**config.mk**
```make
export PLATFORM = sky130hd
export DESIGN_NAME = filter_decimator16_flat
export DESIGN_NICKNAME = d
export VERILOG_FILES = /design/src/rtl/filter_decimator16_pkg.sv /design/src/rtl/filter_decimator16_if.sv /design/src/rtl/filter_decimator16_dec_sat_shift.sv /design/src/rtl/filter_decimator16.sv /design/src/flat_wrapper.sv
export SDC_FILE = /design/constraint.sdc
export NUM_CORES = 1
export LEC_CHECK = 0
export CAP_MARGIN = 25
export CORE_ASPECT_RATIO = 1.5
export CORE_MARGIN = 2
export CORE_UTILIZATION = 35
export DETAILED_ROUTE_END_ITERATION = 10
export GPL_TIMING_DRIVEN = 0
export SYNTH_ARGS = -nofsm -noshare
export SYNTH_HDL_FRONTEND = slang
export SYNTH_SLANG_ARGS = --single-unit
```
**constraint.sdc**
```tcl
create_clock -name i_clkp -period 5.7 [get_ports i_clkp]
set_input_delay 0.855 -clock i_clkp [delete_from_list [all_inputs] [get_ports i_clkp]]
set_output_delay 0.855 -clock i_clkp [all_outputs]
set_load 0.01 [all_outputs]
```
**src/rtl/filter_decimator16_pkg.sv**
```systemverilog
// Shared widths, saturation limits and the exponent clamp helper for the
// decimating block-averager and its neighbouring filter stages.
package filter_decimator_pkg;
    localparam int IN_W     = 32;
    localparam int OUT_W    = 16;
    localparam int LOG2_MAX = 8;
    localparam int ACC_W    = IN_W + LOG2_MAX;
    localparam int CNT_W    = LOG2_MAX + 1;
    localparam int K_W      = 4;
    localparam int OUT_MAX  = (1 << (OUT_W - 1)) - 1;
    localparam int OUT_MIN  = -(1 << (OUT_W - 1));

    typedef struct packed {
        logic signed [OUT_W-1:0] data;
        logic                    sat;
    } dec_res_t;

    // Exponents above LOG2_MAX behave as LOG2_MAX.
    function automatic logic [K_W-1:0] clamp_k(input logic [K_W-1:0] k);
        return (int'(k) > LOG2_MAX) ? K_W'(LOG2_MAX) : k;
    endfunction
endpackage

```
**src/rtl/filter_decimator16_if.sv**
```systemverilog
// Sample input stream, result output stream and overflow status of the
// decimator, bundled for the decimator (slave) and its environment (master).
interface filter_decimator16_if;
    import filter_decimator_pkg::*;

    logic signed [IN_W-1:0]  i_data;
    logic                    i_valid;
    logic [K_W-1:0]          i_log2_dec;
    logic                    i_ready;
    logic                    i_clr_ovf;
    logic signed [OUT_W-1:0] o_data;
    logic                    o_sat;
    logic                    o_valid;
    logic                    o_ovf;

    modport slave (
        input  i_data, i_valid, i_log2_dec, i_ready, i_clr_ovf,
        output o_data, o_sat, o_valid, o_ovf
    );

    modport master (
        output i_data, i_valid, i_log2_dec, i_ready, i_clr_ovf,
        input  o_data, o_sat, o_valid, o_ovf
    );
endinterface

```
**src/rtl/filter_decimator16_dec_sat_shift.sv**
```systemverilog
// Divides an accumulated block sum by 2^k (floor toward -inf) and clamps the
// quotient to the signed output range, flagging when the clamp engaged.
module dec_sat_shift
    import filter_decimator_pkg::*;
(
    input  logic signed [ACC_W-1:0] i_sum,
    input  logic [K_W-1:0]          i_k,
    output dec_res_t                o_res
);
    localparam logic signed [ACC_W-1:0] SAT_HI = ACC_W'(OUT_MAX);
    localparam logic signed [ACC_W-1:0] SAT_LO = ACC_W'(OUT_MIN);

    logic signed [ACC_W-1:0] w_shift;

    assign w_shift = i_sum >>> i_k;

    always_comb begin
        o_res.sat  = 1'b1;
        o_res.data = OUT_W'(w_shift);
        if (w_shift > SAT_HI) begin
            o_res.data = OUT_W'(OUT_MAX);
        end else if (w_shift < SAT_LO) begin
            o_res.data = OUT_W'(OUT_MIN);
        end else begin
            o_res.sat = 1'b0;
        end
    end
endmodule

```
**src/rtl/filter_decimator16.sv**
```systemverilog
// Block-averaging decimator: sums 2^k input samples, emits the saturated
// average on a valid/ready port and flags results lost to backpressure.
module filter_decimator16
    import filter_decimator_pkg::*;
(
    input logic                 i_clkp,
    input logic                 i_rst,
    filter_decimator16_if.slave bus
);
    logic signed [ACC_W-1:0] r_acc;
    logic [CNT_W-1:0]        r_cnt;
    logic [K_W-1:0]          r_k_lat;
    dec_res_t                r_res;
    logic                    r_valid;
    logic                    r_ovf;

    logic [K_W-1:0]          w_k_cur;
    logic [CNT_W-1:0]        w_blk_last;
    logic signed [ACC_W-1:0] w_sum;
    logic                    w_blk_end;
    logic                    w_pop;
    logic                    w_drop;
    dec_res_t                w_res;

    // The first sample of a block already uses the freshly sampled exponent.
    assign w_k_cur    = (r_cnt == '0) ? clamp_k(bus.i_log2_dec) : r_k_lat;
    assign w_blk_last = (CNT_W'(1) << w_k_cur) - CNT_W'(1);
    assign w_blk_end  = bus.i_valid && (r_cnt == w_blk_last);
    assign w_sum      = r_acc + ACC_W'(bus.i_data);
    assign w_pop      = r_valid && bus.i_ready;
    assign w_drop     = w_blk_end && r_valid && !bus.i_ready;

    dec_sat_shift u_sat_shift (
        .i_sum (w_sum),
        .i_k   (w_k_cur),
        .o_res (w_res)
    );

    // NOTE: state uses non-blocking assignments so every flop samples the
    // pre-edge values; blocking here would chain updates within one edge.
    always_ff @(posedge i_clkp or posedge i_rst) begin
        if (i_rst) begin
            r_acc   <= '0;
            r_cnt   <= '0;
            r_k_lat <= '0;
            r_res   <= '0;
            r_valid <= 1'b0;
            r_ovf   <= 1'b0;
        end else begin
            if (bus.i_valid) begin
                if (r_cnt == '0) begin
                    r_k_lat <= w_k_cur;
                end
                if (w_blk_end) begin
                    r_acc <= '0;
                    r_cnt <= '0;
                end else begin
                    r_acc <= w_sum;
                    r_cnt <= r_cnt + CNT_W'(1);
                end
            end

            if (w_blk_end && !w_drop) begin
                r_res   <= w_res;
                r_valid <= 1'b1;
            end else if (w_pop) begin
                r_valid <= 1'b0;
            end

            if (w_drop) begin
                r_ovf <= 1'b1;
            end else if (bus.i_clr_ovf) begin
                r_ovf <= 1'b0;
            end
        end
    end

    assign bus.o_data  = r_res.data;
    assign bus.o_sat   = r_res.sat;
    assign bus.o_valid = r_valid;
    assign bus.o_ovf   = r_ovf;
endmodule

```
**src/flat_wrapper.sv**
```systemverilog
// flat-port wrapper written by rule: the top's interface ports become plain ports
module filter_decimator16_flat import filter_decimator_pkg::*;
  (i_clkp, i_rst, bus_i_data, bus_i_valid, bus_i_log2_dec, bus_i_ready, bus_i_clr_ovf, bus_o_data, bus_o_sat, bus_o_valid, bus_o_ovf);
  filter_decimator16_if bus_i ();
  input logic i_clkp;
  input logic i_rst;
  input wire logic [$bits(bus_i.i_data)-1:0] bus_i_data;
  input wire logic [$bits(bus_i.i_valid)-1:0] bus_i_valid;
  input wire logic [$bits(bus_i.i_log2_dec)-1:0] bus_i_log2_dec;
  input wire logic [$bits(bus_i.i_ready)-1:0] bus_i_ready;
  input wire logic [$bits(bus_i.i_clr_ovf)-1:0] bus_i_clr_ovf;
  output wire logic [$bits(bus_i.o_data)-1:0] bus_o_data;
  output wire logic [$bits(bus_i.o_sat)-1:0] bus_o_sat;
  output wire logic [$bits(bus_i.o_valid)-1:0] bus_o_valid;
  output wire logic [$bits(bus_i.o_ovf)-1:0] bus_o_ovf;
  assign bus_i.i_data = bus_i_data;
  assign bus_i.i_valid = bus_i_valid;
  assign bus_i.i_log2_dec = bus_i_log2_dec;
  assign bus_i.i_ready = bus_i_ready;
  assign bus_i.i_clr_ovf = bus_i_clr_ovf;
  assign bus_o_data = bus_i.o_data;
  assign bus_o_sat = bus_i.o_sat;
  assign bus_o_valid = bus_i.o_valid;
  assign bus_o_ovf = bus_i.o_ovf;
  filter_decimator16 u_core (.i_clkp(i_clkp), .i_rst(i_rst), .bus(bus_i));
endmodule
```
==> run summary, run 1 <==
Post-Syn Nets: 1298
Min-Delay Startpoint: u_core.bus.o_data[13]
Layout Nets: 1380
Layout area overhead: 17.9%
Peak Freq: 183 MHz
Pre-antenna DRT Iters: 6
first-pass GRT wire length: 56.5 mm
HP Class: register to register
combinational share of power: 77.1%
power share of the clock group: 10.1%
clock slew seen by the registers of the worst setup and hold paths: 60 ps
crit path DAT: 5780 ps
post-DP HPWL: 29.3 mm
switching part of the total: 56.6%
storage element area: 1800 µm²
PwrDens: 581 nW/µm²
CTS tree: built
Core Footprint: 25600 µm²
Post-Syn Area: 9060 µm²
Final Cell Area: 10700 µm²
most common cell in the netlist: nand2_1
reg-to-reg critical path startpoint: u_core.r_cnt[0]
die height: 201 µm
setup ws final: 227 ps
placed cells: 1606
num rows: 72
Worst Setup Start Kind: input port
GPL Wtd Cong: 0.976
GRT Overall Usage: 27.0%
vias in the first global route: 9864
Sinks on Clock Net: 72
Yosys reg bits: 72
Final min period: 5470 ps
Unique masters post-synth: 95
final hold viol count: 0
Max Cap Viol: 0
top cell type by total area after synthesis: dfrtp_1
Initial DRC Count: 940
vias per cell: 6.26
Worst Hold End: u_core.bus.o_data[13]
reg-to-reg endpoint: u_core.bus.o_data[1]
Pins Over Slew Limit: 0
hold slack: 476 ps
setup repair after global routing missed its margin: no
antenna violations before repair: 1
CP endpoint kind: register
Initial Util: 35.4%
DIE AREA: 27200 µm²
Psw: 3.51 mW
remaining global-route overflow: 0
layout cells sized above 1: 11.7%
Cells after Synth: 1214
CTS max path bufs: 2
Flop pwr share: 12.8%
Rel. slew slack: 31.4%
number of flops mapped to enable cells by yosys: 0
Worst-Margin Slew: 1020 ps
antenna viol nets, final: 0
CP Max Fanout: 10
Placement Setup Slack: -588 ps
Main synth FF type: dfrtp_1
asr flop ratio synth: 100%
syn avg cell area: 7.46 µm²
Ports: 60
setup_tns: 0 ps
Post-Layout Cell Count: 1634
Detailed Route WL: 36.6 mm
fin util: 41.7%
area of the multi-input gates: 6910 µm²
Static Leak: 4.18 nW
Int Power: 2.70 mW
CTS root buf: clkbuf_16
die width: 135 µm
fill count: 2726
CP Class: input port to register
Routed WL per cell: 22.4 µm
path depth of the worst reg2reg path: 23
Final Cycle Share: 96.0%
outcome: complete, no violations
Port Buffers: 58
Seq/Total Area, Yosys: 19.9%
Worst Hold Depth: 2
clk_lat worst skew: 390 ps
largest net degree at the start of global routing: 44
DRC errors left: 0
antenna cells: 0
list of most frequent post-synthesis cells: nand2_1, a21oi_1, nor2_1, dfrtp_1, o21ai_0
Final Skew: 12.0 ps
# setup viols final: 0
maximum vdd drop: 0.228 mV
Worst EP required: 6010 ps
top cells by area, synth: dfrtp_1, nand2_1, ha_1, a21oi_1, nor2_1
total CTS buffers: 9
R2R Setup Slk: 360 ps
DP Area: 10100 µm²
Yosys top cell area share: 19.9%
Synthesis Warnings: 0
htree depth: 3
via count: 10222
Final Total Pwr: 6.21 mW
-- sequential cells by signal, indices dropped and copies added (netlist names) --
signal / flops
u_core.bus.o_data: 16
u_core.bus.o_ovf: 1
u_core.bus.o_sat: 1
u_core.bus.o_valid: 1
u_core.r_acc: 40
u_core.r_cnt: 9
u_core.r_k_lat: 4
-- power groups by stage --
stage	registers [mW]	clock network [mW]	logic (mW)
2_1_floorplan	0.767	0	3.25
3_3_place_gp	0.794	0	4.50
3_5_place_dp	0.797	0	4.51
4_1_cts	0.790	0.645	4.54
5_1_grt	0.816	0.658	5.15
6_report	0.792	0.628	4.79
-- cells in the final DEF (no fill, tap or decap), types with 18 or more instances in the layout --
| master | count |
|---|---|
| nand2_1 | 189 |
| a21oi_1 | 100 |
| nor2_1 | 86 |
| dfrtp_1 | 70 |
| clkdlybuf4s50_1 | 58 |
| o21ai_0 | 46 |
| ha_1 | 40 |
| clkbuf_1 | 39 |
| nand4_1 | 31 |
| nand3_1 | 30 |
| o2bb2ai_1 | 30 |
| o21ai_1 | 26 |
| buf_4 | 25 |
| mux2i_1 | 25 |
| a211oi_1 | 24 |
| o211ai_1 | 22 |
| buf_2 | 21 |
| xnor2_1 | 21 |
| a21o_1 | 20 |
| o31ai_1 | 18 |
| xor2_1 | 18 |
-- repair_timing --
item | CTS | global route
gates resized for setup | 9 | 36
cloned | 0 | 0
pin swaps | 2 | 7
endpoints found under the setup margin | 55 | 46
hold buffers | 0 | 0
setup buffers | 2 | 13
-- cell families (layout without fill, tap and decap cells) --
| family | Yosys count | count (layout) | share of synthesized area [%] |
|---|---|---|---|
| simple gates | 463 | 463 | 25.7 |
| xor+xnor | 40 | 40 | 3.87 |
| flops | 72 | 72 | 19.9 |
| compound gates | 453 | 453 | 34.9 |
| fa+ha+maj | 43 | 43 | 6.02 |
| mux | 37 | 37 | 4.27 |
| buf+inv | 106 | 193 | 5.36 |
-- worst max path at each step --
stage | from | end | slack [ps] | cells after the start
detailed placement | bus_i_log2_dec[0] | u_core.bus.o_data[1] | -590 | 22
floorplan | u_core.r_cnt[0] | u_core.bus.o_data[5] | 740 | 24
global placement | bus_i_log2_dec[0] | u_core.r_cnt[0] | -620 | 18
global route | u_core.r_cnt[0] | u_core.bus.o_data[1] | 2 | 22
finish | bus_i_data[0] | u_core.bus.o_data[1] | 230 | 17
CTS | u_core.r_cnt[0] | u_core.bus.o_data[9] | 2 | 22
-- layout make-up --
type,count,share of cell area (%)
Buffer,87,4.08
Clock buffer,11,2.37
Clock inverter,5,0.598
Inverter,16,0.586
Multi-Input combinational cell,1036,64.7
Sequential cell,72,16.9
Tap cell,333,3.90
Timing Repair Buffer,74,6.87
-- layer usage --
layer  wire length, µm  share of wire, %  GRT usage [%]  vias to the layer above
met3              1850               5.1           4.09                      141
met2             18000                49           46.3                      447
met1             14000                38           30.3                     4822
li1                  -                 -              -                     4812
met4              2740               7.5           18.8                        0
met5                 0                 0              0                        -
-- worst max-delay path: stages --
cell	delay [ps]
clkdlybuf4s50_1	430
ha_1	260
fa_1	440
a21o_1	190
and4_1	250
o211ai_1	460
nand3_1	160
xor2_1	480
a2bb2o_1	360
a2111oi_1	520
nor3b_1	180
nor2_1	110
nor4b_1	360
nand4_1	240
o21a_4	200
buf_6	140
o21ai_1	130
No activity file was read; power rests on OpenSTA's default activity.
==> run 2, diff against run 1 <==
- ABC_CLOCK_PERIOD_IN_PS: not set -> 5700
==> results of run 2 <==
Final layout, timing and power as in run 1 (identical DEF).
==> run 3, diff against run 2 <==
- CAP_MARGIN: 25 -> 40
- CORE_ASPECT_RATIO: 1.5 -> 0.75
==> run 3 against run 2 <==
Net effect: clock skew rose by 2.7 ps; clock power down 1%; non-clock buffer count grew 3; first-iteration DRC count is 46% higher; final area fell by 0.28%; register-to-register slack lost 170 ps; sequential share of layout area about the same; wire length is 1.4% lower; critical path depth up 3; combinational power about the same.
==> run summary, run 3 (same netlist as run 1, synthesis figures left out) <==
outcome: complete, no violations
path depth of the worst reg2reg path: 20 (-13%)
Worst EP required: 5930 ps (-80 ps)
vias in the first global route: 9450 (-4.2%)
antenna viol nets, final: 0 (unchanged)
antenna cells: 0 (unchanged)
reg-to-reg critical path startpoint: u_core.r_cnt[0]
max reg flops: 40 (unchanged)
power share of the clock group: 10.0% (about the same)
CP Class: register to register
CTS root buf: clkbuf_16
most flop-heavy register: u_core.r_acc
Int Power: 2.72 mW (+0.93%)
leading cell type in the layout, fill and taps excluded: nand2_1
layout cells sized above 1: 11.5% (-0.18 points)
final hold viol count: 0 (unchanged)
CTS tree: built
Layout Nets: 1383 (+0.22%)
hold slack: 483 ps (+6.50 ps)
Worst Hold Depth: 2 (unchanged)
num rows: 50 (-31%)
CP endpoint kind: register
Initial DRC Count: 1368 (+46%)
maximum vdd drop: 0.236 mV (+3.4%)
total CTS buffers: 9 (unchanged)
via count: 10370 (+1.4%)
CTS max path bufs: 2 (unchanged)
DIE AREA: 27200 µm² (about the same)
remaining global-route overflow: 0 (unchanged)
post-DP HPWL: 28.7 mm (-1.9%)
Min-Delay Startpoint: u_core.bus.o_data[14]
Flop pwr share: 12.8% (about the same)
Placement Setup Slack: -734 ps (-146 ps)
GRT Overall Usage: 26.5% (-0.56 points)
Final Skew: 14.7 ps (+2.65 ps)
Psw: 3.50 mW (-0.30%)
Final min period: 5510 ps (+35.6 ps)
Sinks on Clock Net: 72 (unchanged)
first-pass GRT wire length: 55.7 mm (-1.3%)
clock slew seen by the registers of the worst setup and hold paths: 60 ps (about the same)
antenna violations before repair: 0 (-1)
clk_lat worst skew: 370 ps (-20 ps)
Worst Hold End: u_core.bus.o_data[14]
# setup viols final: 0 (unchanged)
GPL Wtd Cong: 0.990 (+1.4%)
die height: 143 µm (-29%)
die width: 190 µm (+40%)
crit path DAT: 5740 ps (-40 ps)
setup ws final: 192 ps (-35.6 ps)
switching part of the total: 56.3% (-0.30 points)
most frequent cells in the layout: nand2_1, a21oi_1, nor2_1, dfrtp_1, clkdlybuf4s50_1
Layout area overhead: 17.6%
Pins Over Slew Limit: 0 (unchanged)
largest net degree at the start of global routing: 38 (-14%)
Rel. slew slack: 37.8% (+6.5 points)
Ports: 60 (unchanged)
Peak Freq: 182 MHz (-0.65%)
R2R Setup Slk: 190 ps (-170 ps)
combinational share of power: 77.2% (about the same)
setup repair after global routing missed its margin: no
Worst Setup Start Kind: register
Final Cycle Share: 96.6% (+0.62 points)
Post-CTS Hold Buffers: 0 (unchanged)
CP Max Fanout: 10 (unchanged)
vias per cell: 6.32 (+0.95%)
Core Footprint: 25200 µm² (-1.5%)
Worst-Margin Slew: 921 ps (-100 ps)
Pre-antenna DRT Iters: 6 (unchanged)
reg-to-reg endpoint: u_core.r_cnt[0]
Port Buffers: 58 (unchanged)
Detailed Route WL: 36.1 mm (-1.4%)
DRC errors left: 0 (unchanged)
Static Leak: 4.18 nW (about the same)
HP Class: register to register
Max Cap Viol: 0 (unchanged)
htree depth: 3 (unchanged)
Initial Util: 35.9% (+0.52 points)
PwrDens: 584 nW/µm² (+0.52%)
Routed WL per cell: 22.0 µm (-1.9%)
[run 3: cell type report]
cell class	instances	area (µm²)
clock buffer	12	256
inverter	16	62.6
timing repair buffer	77	734
multi-input combinational	1036	6880
tap	338	423
clock inverter	4	52.6
fill	2636	14600
buffer	87	433
sequential	72	1800
[run 3: per-stage QoR]
stage	setup TNS (ps)	area, µm²	total power [mW]	instances	util, %
global placement	-24910	10100	5.29	1610	39.9
finish	0	10600	6.22	1642	42.2
detailed placement	-28150	10100	5.30	1613	40.1
CTS	0	10500	5.94	1630	41.5
floorplan	0	9060	4.02	1214	-
global route	0	10600	6.64	1642	42.2
[run 3: critical path: stages, from the launching register on]
cell	delay (ps)
dfrtp_2	470
inv_1	150
ha_1	190
or4b_1	450
buf_2	210
nor2_8	170
mux2i_4	290
clkbuf_8	220
nand2_1	70
ha_2	260
and2_1	180
o22ai_1	110
o22ai_1	110
or3_1	390
a221oi_2	290
o211ai_1	230
buf_4	190
nor3_1	370
clkbuf_2	460
buf_1	420
o21ai_0	150
[run 3: power groups by stage]
stage               logic [mW]  clock network (mW)  registers (mW)
floorplan                 3.25                   0           0.767
global placement          4.49                   0           0.799
detailed placement        4.49                   0           0.804
global route              5.17               0.654           0.817
CTS                       4.52               0.629           0.796
finish                    4.80               0.620           0.797
[run 3: how the worst max path moves through the flow]
stage,from,to,slack (ps),depth (start not counted)
5_1_grt,u_core.r_cnt[0],u_core.bus.o_data[0],8,23
3_5_place_dp,bus_i_log2_dec[0],u_core.bus.o_data[3],-730,20
3_3_place_gp,bus_i_log2_dec[0],u_core.bus.o_data[0],-680,20
4_1_cts,u_core.r_cnt[0],u_core.bus.o_data[3],70,23
6_report,u_core.r_cnt[0],u_core.r_cnt[0],190,20
2_1_floorplan,u_core.r_cnt[0],u_core.bus.o_data[5],740,24
[run 3: timing repair]
action,in CTS,in global routing
cloned,0,0
setup buffers,2,13
setup endpoints to repair,55,25
hold endpoints to repair,0,0
pin swaps,1,8
gates resized for setup,12,21
[run 3: metal layers]
metal  track usage (%)  part of all wire, %  wire, µm
met1              39.8                   48     17300
met2              37.9                   40     14400
met3              5.96                   10      3680
met4              6.28                  1.9       682
met5                 0                    0         0
==> patch: new RTL, settings of run 1 <==
Reset style: synchronous (`i_rst`), changed in one clocked block.
--- a/src/rtl/filter_decimator16.sv
+++ b/src/rtl/filter_decimator16.sv
@@ -40,3 +40,3 @@
     // pre-edge values; blocking here would chain updates within one edge.
-    always_ff @(posedge i_clkp or posedge i_rst) begin
+    always_ff @(posedge i_clkp) begin
         if (i_rst) begin
Behaviour: differs if i_rst is asserted again (counterexample within 4 cycles, from zero or initial values and one cycle with i_rst high); with i_rst held inactive, the same outputs for 4 cycles.
==> patch against run 1 <==
- area after synthesis down 1.3%
- wire length down 2.3%
- critical path type unchanged
- final area down 3.1%
- die area down 1.3%
- count of clock-buffer cells in the layout up 1
- setup slack worse by 0.095 ns
- via count down 0.88%
- global-route usage down 0.35 points
- sequential cell count unchanged
- highest routed layer unchanged
- largest cell class unchanged
Power is not compared: it rests on default switching activity, and its combinational part moved more than twofold at a synthesized area within 25%.
==> patch: results <==
[synthesis]
ys_seq_area_share_pct = 16.1
synth_mux_area_share_pct = 7.10
synth-adder-area-share_pct = 6.10
synth_compound_gate_area_share_pct = 34.5
netlist_top_cells_area = "dfxtp_1, a21oi_1, nand2_1"
synthCells = 1237
synthDistinctLibCells = 104
synth-xor-area-share_pct = 4.02
syn-num-nets = 1321
synth_flop_cell = "dfxtp_1"
synth_commonest_cells = "nand2_1, nor2_1, a21oi_1"

[grt]
grt_first_pass_wirelength_um = 55600
first_global_vias = 9767
grt_max_degree = 20
antenna_found_initial = 0
grt_use_total_pct = 26.7

[route]
vias_per_cell = 6.18
initialDrtViolationCount = 829
wirelength_um = 35800

[setup_path]
reg2reg_depth = 24
cp_data_arrival_time_ns = 5.79

[sta]
tightest_slew_ns = 0.931
period_needed_ns = 5.57
fin_skew_ns = 0.0114

[final_layout]
drive_gt1_share_pct = 10.5
layoutNonFillerInstCount = 1639
num-fill-cells = 2684
layout.nets = 1390

[run_status]
status = "finished, final reports clean"

[placement]
pre_cts_slack_ns = -1.57
globalplace.congestion = 0.975
dp_hpwl_um = 28800

[cts]
worstSkewPairLatency_ns = 0.37
[patch: changes by cell type after synthesis, sizes merged, moves of 10 or more]
cell            run 1  this run
a211oi             25        44
a21oi             106       125
dfrtp              72         0
dfxtp               0        72
nand2             192       143
nand3              30        69
nor2               89       128
o21ai              77        87
o22ai              14         1
o2bb2ai            30         1
[patch: repair_timing]
action / CTS / global route
gates resized for setup: 7 / 22
gates cloned: 0 / 0
setup buffers: 0 / 2
setup endpoints to repair: 68 / 17
pin swaps: 0 / 1
[patch: area by class of cell]
cell class                 count  area, um^2  area share, %
multi-input combinational   1060        7130           68.9
sequential                    72        1440           13.9
timing repair buffer          60         598           5.78
buffer                        86         420           4.06
tap                          328         410           3.97
clock buffer                  12         256           2.48
inverter                      17        63.8          0.617
clock inverter                 4        28.8          0.278
[patch: logic make-up (layout without fill, tap and decap cells)]
| group | count (synthesis) | in the layout |
|---|---|---|
| buf+inv | 105 | 179 |
| compound gates | 440 | 440 |
| simple gates | 485 | 485 |
| flops | 72 | 72 |
| xor+xnor | 41 | 41 |
| fa+ha+maj | 43 | 43 |
| mux | 51 | 51 |
[patch: worst min-delay path by stage]
stage                       end  slack [ns]  cells after the start
6_report       u_core.r_acc[10]        0.47                      2
3_3_place_gp   u_core.r_acc[23]        0.45                      2
4_1_cts        u_core.r_acc[37]        0.47                      2
5_1_grt        u_core.r_acc[10]        0.48                      2
3_5_place_dp   u_core.r_acc[10]        0.46                      2
2_1_floorplan   u_core.r_acc[8]        0.44                      2
[patch: through the flow]
step | utilization (%) | instance area (um^2) | power (mW)
2_1_floorplan | - | 8940 | 1.78
6_report | 41.2 | 10300 | 2.90
5_1_grt | 41.2 | 10300 | 3.08
3_5_place_dp | 39.5 | 9930 | 2.26
3_3_place_gp | 39.5 | 9930 | 2.26
4_1_cts | 40.7 | 10200 | 2.86
[patch: worst register-to-register path, stage by stage, from the launching register on]
cell	delay, ns
dfxtp_1	0.36
inv_1	0.15
ha_1	0.20
or4b_4	0.49
o21ai_2	0.21
nand2_4	0.15
buf_4	0.23
buf_6	0.18
clkbuf_4	0.22
nand2_1	0.13
ha_4	0.21
nor3_1	0.06
a21o_1	0.15
nand2_1	0.06
o31ai_1	0.07
a32oi_1	0.23
xor2_1	0.17
nand4_1	0.09
or4_4	0.59
nor2_8	0.22
o2111ai_1	0.20
a2111oi_2	0.31
a41o_2	0.29
buf_8	0.16
a211oi_2	0.07
[patch: layer usage]
| layer | vias up | track usage, % | wire (um) |
|---|---|---|---|
| met5 | - | 0 | 0 |
| met4 | 0 | 13.9 | 1820 |
| li1 | 4835 | - | - |
| met2 | 361 | 47.4 | 17700 |
| met3 | 87 | 2.90 | 1730 |
| met1 | 4849 | 31.5 | 14500 |
